==> src/rtl/mul_requester.sv <==
// mul_requester: initiator side of the shift-add multiplier handshake.
// Accepts operand pairs (valid/ready), issues a one-cycle valid_data request,
// waits for done_flag, captures the product into a one-entry result register
// and holds ack until the multiplier drops done_flag.
// Optional build macro: MULREQ_TIMEOUT_EN adds a bounded WAIT with abort pulse.
module mul_requester #(
  parameter int unsigned WIDTH          = 32,
  parameter int unsigned TIMEOUT_CYCLES = 64,
  parameter int unsigned CNT_W          = 16
) (
  input  logic               Clock,
  input  logic               Reset,
  input  logic               in_valid,
  output logic               in_ready,
  input  logic [WIDTH-1:0]   in_a,
  input  logic [WIDTH-1:0]   in_b,
  output logic [WIDTH-1:0]   op_a,
  output logic [WIDTH-1:0]   op_b,
  output logic               valid_data,
  input  logic               done_flag,
  input  logic [2*WIDTH-1:0] product,
  output logic               ack,
  output logic               res_valid,
  input  logic               res_ready,
  output logic [2*WIDTH-1:0] res_data,
  output logic [CNT_W-1:0]   done_count,
  output logic               timeout
);

  localparam int unsigned PW = 2 * WIDTH;

  typedef enum logic [1:0] {
    S_IDLE = 2'd0,
    S_REQ  = 2'd1,
    S_WAIT = 2'd2,
    S_ACK  = 2'd3
  } state_e;

  state_e state_q, state_d;

  logic [WIDTH-1:0] op_a_q, op_a_d;
  logic [WIDTH-1:0] op_b_q, op_b_d;
  logic             valid_data_q, valid_data_d;
  logic             ack_q, ack_d;
  logic             res_valid_q, res_valid_d;
  logic [PW-1:0]    res_data_q, res_data_d;
  logic [CNT_W-1:0] done_count_q, done_count_d;

  logic accept_c;
  logic capture_c;
  logic consume_c;
  logic tmo_fire_c;

  // Handshake qualifiers shared by next-state and output logic
  assign accept_c  = (state_q == S_IDLE) && in_valid;
  assign capture_c = (state_q == S_WAIT) && done_flag && (!res_valid_q || res_ready);
  assign consume_c = res_valid_q && res_ready;

`ifdef MULREQ_TIMEOUT_EN
  localparam int unsigned TO_W = $clog2(TIMEOUT_CYCLES + 1);

  logic [TO_W-1:0] wait_cnt_q, wait_cnt_d;
  logic            timeout_q;
  logic            stall_c;

  // A completed product blocked by a full result register is not a hang
  assign stall_c    = done_flag && res_valid_q && !res_ready;
  assign tmo_fire_c = (state_q == S_WAIT) && !capture_c && !stall_c &&
                      (wait_cnt_q == TO_W'(TIMEOUT_CYCLES - 1));

  // WAIT cycle counter: zero outside WAIT, frozen while stalled
  always_comb begin
    wait_cnt_d = wait_cnt_q;
    if (state_q != S_WAIT) begin
      wait_cnt_d = '0;
    end else if (!stall_c) begin
      wait_cnt_d = wait_cnt_q + TO_W'(1);
    end
  end

  // Timeout counter and abort pulse registers
  always_ff @(posedge Clock or posedge Reset) begin
    if (Reset) begin
      wait_cnt_q <= '0;
      timeout_q  <= 1'b0;
    end else begin
      wait_cnt_q <= wait_cnt_d;
      timeout_q  <= tmo_fire_c;
    end
  end

  assign timeout = timeout_q;
`else
  logic unused_cfg;

  assign tmo_fire_c = 1'b0;
  assign unused_cfg = |TIMEOUT_CYCLES;
  assign timeout    = 1'b0;
`endif

  // State register
  always_ff @(posedge Clock or posedge Reset) begin
    if (Reset) begin
      state_q <= S_IDLE;
    end else begin
      state_q <= state_d;
    end
  end

  // Next-state logic
  always_comb begin
    state_d = state_q;
    unique case (state_q)
      S_IDLE: begin
        if (accept_c) begin
          state_d = S_REQ;
        end
      end
      S_REQ: begin
        state_d = S_WAIT;
      end
      S_WAIT: begin
        if (capture_c) begin
          state_d = S_ACK;
        end else if (tmo_fire_c) begin
          state_d = S_IDLE;
        end
      end
      S_ACK: begin
        if (!done_flag) begin
          state_d = S_IDLE;
        end
      end
      default: begin
        state_d = S_IDLE;
      end
    endcase
  end

  // Output next values; strobes are derived from the state being entered
  always_comb begin
    op_a_d       = op_a_q;
    op_b_d       = op_b_q;
    valid_data_d = (state_d == S_REQ);
    ack_d        = (state_d == S_ACK) || tmo_fire_c;
    res_valid_d  = res_valid_q;
    res_data_d   = res_data_q;
    done_count_d = done_count_q;

    if (accept_c) begin
      op_a_d = in_a;
      op_b_d = in_b;
    end

    // Capture wins over a same-cycle consume so the new product stays valid
    if (capture_c) begin
      res_valid_d  = 1'b1;
      res_data_d   = product;
      done_count_d = done_count_q + CNT_W'(1);
    end else if (consume_c) begin
      res_valid_d = 1'b0;
    end
  end

  // Output registers
  always_ff @(posedge Clock or posedge Reset) begin
    if (Reset) begin
      op_a_q       <= '0;
      op_b_q       <= '0;
      valid_data_q <= 1'b0;
      ack_q        <= 1'b0;
      res_valid_q  <= 1'b0;
      res_data_q   <= '0;
      done_count_q <= '0;
    end else begin
      op_a_q       <= op_a_d;
      op_b_q       <= op_b_d;
      valid_data_q <= valid_data_d;
      ack_q        <= ack_d;
      res_valid_q  <= res_valid_d;
      res_data_q   <= res_data_d;
      done_count_q <= done_count_d;
    end
  end

  assign in_ready   = (state_q == S_IDLE);
  assign op_a       = op_a_q;
  assign op_b       = op_b_q;
  assign valid_data = valid_data_q;
  assign ack        = ack_q;
  assign res_valid  = res_valid_q;
  assign res_data   = res_data_q;
  assign done_count = done_count_q;

endmodule

==> config.mk <==
export PLATFORM = sky130hd
export DESIGN_NAME = mul_requester
export DESIGN_NICKNAME = d
export VERILOG_FILES = /design/src/rtl/mul_requester.sv
export SDC_FILE = /design/constraint.sdc
export NUM_CORES = 1
export LEC_CHECK = 0
export BUFFER_PORTS_ARGS = -buffer_cell sky130_fd_sc_hd__buf_4
export CAP_MARGIN = 30
export CORE_MARGIN = 5
export CORE_UTILIZATION = 46
export CTS_BUF_LIST = sky130_fd_sc_hd__clkbuf_16
export DETAILED_ROUTE_END_ITERATION = 6
export PLACE_DENSITY = 0.86
export SLEW_MARGIN = 0
export SYNTH_ARGS = -nofsm -noshare
export SYNTH_HDL_FRONTEND = slang
export SYNTH_SLANG_ARGS = --single-unit
==> constraint.sdc <==
create_clock -name Clock -period 4.9 [get_ports Clock]
set_input_delay 0.245 -clock Clock [delete_from_list [all_inputs] [get_ports Clock]]
set_output_delay 0.245 -clock Clock [all_outputs]
set_load 0.005 [all_outputs]
==> results of run 1 <==
## registers in the layout, indices dropped and copies added, names as in the netlist
register and cells:
res_data 64, ack 1, state_q 2, valid_data 1
op_a 32, op_b 32, done_count 16, res_valid 1
## routing by layer
layer,track usage (%),up-vias
met5,0,-
met3,7.28,27
li1,-,1775
met1,22.6,1922
met4,8.40,0
met2,35.4,171
## critical path, stage by stage, from the launching register on
cell and delay (ns):
dfrtp_1 0.40, and2b_4 0.21, nor3_4 0.51, buf_4 0.67, mux2_2 0.42
## cell usage after synthesis (all sizes together) (2+ instances only)
cell type and n:
and3 2, and4 3, buf 15, dfrtp 149, mux2 129, nand2 5
nand3 4, nand4 3, nand4b 2, nor2 3, nor3 3, xnor2 11
xor2 4
## worst paths after layout
kind	cells past startpoint	slack [ns]	from	endpoint
worst max-delay path	4	2.54	res_valid	res_data[22]
worst min-delay path	2	0.01	Reset	op_a[10]
worst max register to register	4	2.54	res_valid	res_data[22]
worst min register to register	1	0.48	done_count[15]	done_count[15]
max in group asynchronous	3	3.65	Reset	res_data[39]
min in group Clock	2	0.05	product[63]	res_data[63]
## cell families (layout without fill, tap and decap cells)
logic type      Yosys count  in the layout  synth area share, %
xor+xnor                 15             15                 2.25
mux                     129            129                 27.4
buf+inv                  16            315                 2.29
simple gates             31             31                 3.81
fa+ha+maj                 1              1                0.214
other cells               1              1               0.0642
flops                   149            149                 63.8
compound gates            2              2                0.171
## layout make-up
class / count / area, um^2 / share of cell area, %
tap: 172 / 215 / 2.49
timing repair buffer: 283 / 2140 / 24.9
sequential: 149 / 3730 / 43.2
clock buffer: 17 / 425 / 4.93
multi-input combinational: 179 / 1980 / 23.0
inverter: 1 / 8.76 / 0.102
clock inverter: 14 / 121 / 1.41
## where the power goes
group / internal (mW) / switching, mW / leakage, nW
sequential: 1.81 / 0.349 / 1.79
clock: 0.732 / 0.480 / 0.269
combinational: 1.35 / 0.705 / 2.14
total: 3.90 / 1.53 / 4.20
==> metrics.txt, run 1 <==
core area=about 13000 um^2; overflow left after global routing=0; synth unique cells=32; Worst-path clk slew=0.06 ns; relative slew slack=43.6%; Clock Sinks=149; final hold violations=0; placed cell count=783; status=completed; Final Non-Filler Cells=between 800 and 900; most common cell after layout, fill and taps aside=buf_4; RePlAce Congestion=0.777; CTS Buf Count=17; endpoint class of the critical path=flip-flop; Worst VDD drop=366 uV; drt pass-1 iters=4; Max Slew Vio Count=0; Crit path arrival time=between 2 and 3 ns; Wirelength per Cell=18.8 um; FF+latch count, synth=149; Hold WS=0.0104 ns; first-iteration detailed-routing DRC count=199; number of synthesized flops with an enable pin=0; Fmax=423 MHz; Residual DRC=0; Finish-stage setup viols=0; syn_area_per_cell=17.0 um^2; hold crit path type=primary input to async pin; # resized after CTS=0; Crit Path Class=flip-flop to flip-flop; antenna violations before repair=0; GRT Overall Usage=between 20% and 30%; Cells after Synth=344; Antenna diodes=0; Post-CTS Setup Inserts=0; Post-Route WL=~15 mm; Metal-1 WL=5.45 mm; nets=765; Power Total=between 5 and 6 mW; Max Cap Viol=0; Seq/Total Area, Yosys=63.8%; CTS tree=built; DP Worst Slack=2.53 ns; post-synth top area share=63.8%; max layer used=met4; Die Span Y=123 um; dominant synthesized flop cell=dfrtp_1; cell row count=41; synthesized area=5850 um^2; Synth async-reset ratio=100%; Ys Warns=0; CTS Hold Bufs=0; Port Buffer Count=280; Vias=3895; leak pwr=around 4.2 nW; RSZ-0062 raised after global routing=no; fin crit period=roughly 2.4 ns; fill count=902; Startpoint Class=flip-flop; most frequent cells in the layout=buf_4, dfrtp_1, mux2_2; clock skew=0.00671 ns; Worst-Skew Late Latency=between 0.4 and 0.5 ns; ANT nets after route=0; worst slew pin tran=0.846 ns; Initial Utilization=46.7%; Clock Tree Buf Depth=2; power per cell area=629 nW/um^2; Design Area, Final=approximately 8600 um^2; HPWL Detailed=11.4 mm; Top Ports=282; Die Span X=about 120 um; area leader, netlist=dfrtp_1; post-DR vias/cell=between 4 and 5; synth top area cells=dfrtp_1, mux2_2, mux2_4; Post-DP Area=8050 um^2; Syn-to-layout area delta=47.6%; setup ws final=2.54 ns; Max Fanout on Critical Path=55; setup_tns=0 ns; met2 wire length=8.14 mm; syn_nets=478; CP required=5.19 ns; met3 WL=1.40 mm; largest net degree at the start of global routing=97; Tcrit/Tclk final=48.2%; share of layout cells above drive strength 1=between 60% and 70%; H-tree depth=4; first-pass GRT wire length=23.2 mm; Finished Core Util=68.9%; vias in the first global route=~4300; full die area=around 15000 um^2; clk root buf=clkbuf_16
(Power assumes the default switching activity.)
==> run 2, diff against run 1 <==
--- a/config.mk
+++ b/config.mk
@@ -5,6 +5,7 @@
 export SDC_FILE = /design/constraint.sdc
 export NUM_CORES = 1
 export LEC_CHECK = 0
+export ABC_AREA = 1
 export BUFFER_PORTS_ARGS = -buffer_cell sky130_fd_sc_hd__buf_4
 export CAP_MARGIN = 30
 export CORE_MARGIN = 5
==> constraint.sdc (replaced) <==
create_clock -name Clock -period 2.3 [get_ports Clock]
set_input_delay 0.115 -clock Clock [delete_from_list [all_inputs] [get_ports Clock]]
set_output_delay 0.115 -clock Clock [all_outputs]
set_load 0.005 [all_outputs]
==> run 2 against run 1 <==
Against the previous run: global-route usage is 8.9 points higher; critical path depth grew 2; sequential cell count did not move; maximum frequency grew 20%; utilization grew 11 points; largest power group unchanged.
==> metrics.txt, run 2 <==
status=completed; post-synth top area share=63.7% (about the same); Clock Tree Buf Depth=2 (unchanged); Hold WS=0.334 ns (+0.324 ns); Residual DRC=0 (unchanged); # resized after CTS=0 (unchanged); clock skew=0.00966 ns (+0.00294 ns); Tcrit/Tclk final=85.7% (+37 points); Cells after Synth=665 (+93%); worst slew pin tran=0.810 ns (-0.0364 ns); overflow left after global routing=0 (unchanged); Wirelength per Cell=17.5 um (-7.3%); drt pass-1 iters=5 (+1); RSZ-0062 raised after global routing=no; dominant synthesized flop cell=dfrtp_1; Worst path slowest cell=clkinv_1; Synth async-reset ratio=100% (unchanged); CTS Buf Count=17 (unchanged); max reg flops=64 (unchanged); Max Slew Vio Count=0 (unchanged); syn_nets=799 (+67%); cell mode on critical path=nand2_1; Fmax=508 MHz (+20%); antenna violations before repair=0 (unchanged); ANT nets after route=0 (unchanged); Finish-stage setup viols=0 (unchanged); Max Fanout on Critical Path=25 (-55%); relative slew slack=45.7% (+2.1 points); gr busiest metal=met2; Post-CTS Setup Inserts=0 (unchanged); most common cell in the netlist=nand2_1; Reg2Reg Setup Slack=0.33 ns (-2.21 ns); core area=12600 um^2 (+0.41%); nets=1208 (+58%); CP required=2.60 ns (-2.59 ns); full die area=15100 um^2 (about the same); Switching Share=33.6% (+5.3 points); Startpoint Class=flip-flop; RePlAce Congestion=0.843 (+8.5%); largest net degree at the start of global routing=150 (+55%); Crit Path Class=flip-flop to flip-flop; Max Cap Viol=0 (unchanged); Seq/Total Area, Yosys=63.7% (about the same); met2 GRT Util=51.7% (+16 points); fin crit period=1.97 ns (-0.393 ns); met3 usage=7.79% (+0.51 points); post-DR vias/cell=4.94 (+3.4%); FF+latch count, synth=149 (unchanged); setup_tns=0 ns (unchanged); first-iteration detailed-routing DRC count=486 (+140%); final hold violations=0 (unchanged); Ys Warns=0 (unchanged); vias in the first global route=6638 (+55%); top cells by count, synth=nand2_1, dfrtp_1, inv_1, nor2_1, buf_2; power per cell area=1200 nW/um^2 (+91%); Worst-Skew Late Latency=0.42 ns (about the same); CTS Hold Bufs=131 (+131); met1 usage=32.3% (+9.7 points); Crit path arrival time=2.27 ns (-0.38 ns); most frequent cells in the layout=nand2_1, buf_4, dfrtp_1; Port Buffer Count=280 (unchanged); leak pwr=5.47 nW (+30%); Vias=6219 (+60%); share of layout cells above drive strength 1=29.7% (-35 points); endpoint class of the critical path=flip-flop; Antenna diodes=0 (unchanged); clock share of power=25.3% (+3.0 points); Initial Utilization=46.6% (-0.15 points); Die Span X=123 um (about the same); Int Pwr=8.02 mW (+110%); Top Ports=282 (unchanged); CTS tree=built; most common cell after layout, fill and taps aside=nand2_1; synth unique cells=18 (-44%); delay of the slowest critical-path stage=0.63 ns (-0.04 ns); HPWL Detailed=12.1 mm (+6.6%); Worst VDD drop=707 uV (+93%); synthesized area=5850 um^2 (about the same); Comb power frac=37.1% (-0.8 points); cell row count=41 (unchanged); Clock Sinks=149 (unchanged); hold crit path type=primary input to flip-flop; synth top area cells=dfrtp_1, nand2_1, buf_4; Post-Route WL=22.0 mm (+43%); Die Span Y=123 um (about the same); fill count=706 (-22%); Syn-to-layout area delta=71.4%; Seq pwr share=37.6% (-2.2 points); area leader, netlist=dfrtp_1; first-pass GRT wire length=33.9 mm (+46%); Top delay family on crit path=buffers and inverters; worst-path cell chain=nor2_1, nand2_2, clkinv_1, buf_4, nand2_1, nand2_1; crit path buf inv count=2 (+1); GRT Overall Usage=29.3% (+8.9 points); placed cell count=1096 (+40%); Final Non-Filler Cells=1258 (+54%); number of synthesized flops with an enable pin=0 (unchanged); Worst-path clk slew=0.06 ns (about the same); Sw Pwr=4.05 mW (+160%); clk root buf=clkbuf_16; syn_area_per_cell=8.80 um^2 (-48%); H-tree depth=4 (unchanged)
run 2: cell count changes after synthesis, moves of 3 or more:
cell      delta
nand2_1    +417
nor2_2       +3
nor2_1      +11
xnor2_1      -5
inv_1       +16
buf_6        -3
nand3_1      +6
mux2_4      -40
mux2_1      -30
mux2_2      -59
clkbuf_1     +4
buf_2        +6
and4_1       -3
buf_4        +8
run 2: cell families after synthesis:
kind of cell,after synthesis,share of synthesized area [%]
AOI/OAI and AO/OA,4,0.364
xor gates and xnor gates,9,1.35
adders and majority gates,1,0.214
buffers and inverters,47,4.53
DFF,149,63.7
other,1,0.0641
and+or+nand+nor,454,29.7
run 2: path summary, 6_finish.rpt:
kind                              startpoint           end  cells past startpoint
worst max-delay path              state_q[1]      op_a[23]                      6
worst min-delay path                in_valid    state_q[0]                      4
worst max register to register    state_q[1]      op_a[23]                      6
worst min register to register  res_data[28]  res_data[28]                      2
max in group asynchronous              Reset      op_a[30]                      4
min in group asynchronous              Reset  res_data[33]                      4
run 2: worst register-to-register path, delay by kind of cell (launching register included):
kind	cells	cell delay (ns)
buffers and inverters	2	1.11
and+or+nand+nor	4	0.34
DFF	1	0.40
run 2: routing by layer:
metal / part of all wire [%] / vias up
li1: - / 2819
met1: 36 / 2993
met2: 53 / 327
met3: 7.0 / 80
met4: 4.1 / 0
met5: 0 / -
run 2: power groups by stage:
stage,Combinational (mW),Sequential (mW),Clock (mW)
5_1_grt,4.90,4.64,3.20
2_1_floorplan,1.64,4.48,0
6_report,4.47,4.54,3.05
3_5_place_dp,4.12,4.45,0
3_3_place_gp,3.96,4.43,0
4_1_cts,4.31,4.45,3.07
run 2: metrics by stage:
step / utilization [%] / power (mW) / setup WS [ns] / area [um^2]
2_1_floorplan: - / 6.12 / 0.310 / 5850
3_3_place_gp: 64.2 / 8.39 / 0.475 / 8070
3_5_place_dp: 64.2 / 8.57 / 0.414 / 8070
4_1_cts: 79.8 / 11.8 / 0.386 / 10000
5_1_grt: 79.8 / 12.7 / 0.180 / 10000
6_report: 79.8 / 12.1 / 0.330 / 10000
run 2: final cells by class:
class | instances | area (um^2) | area share, %
timing repair buffer | 420 | 3510 | 35.0
clock inverter | 14 | 218 | 2.17
multi-input combinational | 469 | 1870 | 18.6
tap | 172 | 215 | 2.15
clock buffer | 17 | 425 | 4.24
inverter | 17 | 67.6 | 0.674
sequential | 149 | 3730 | 37.2
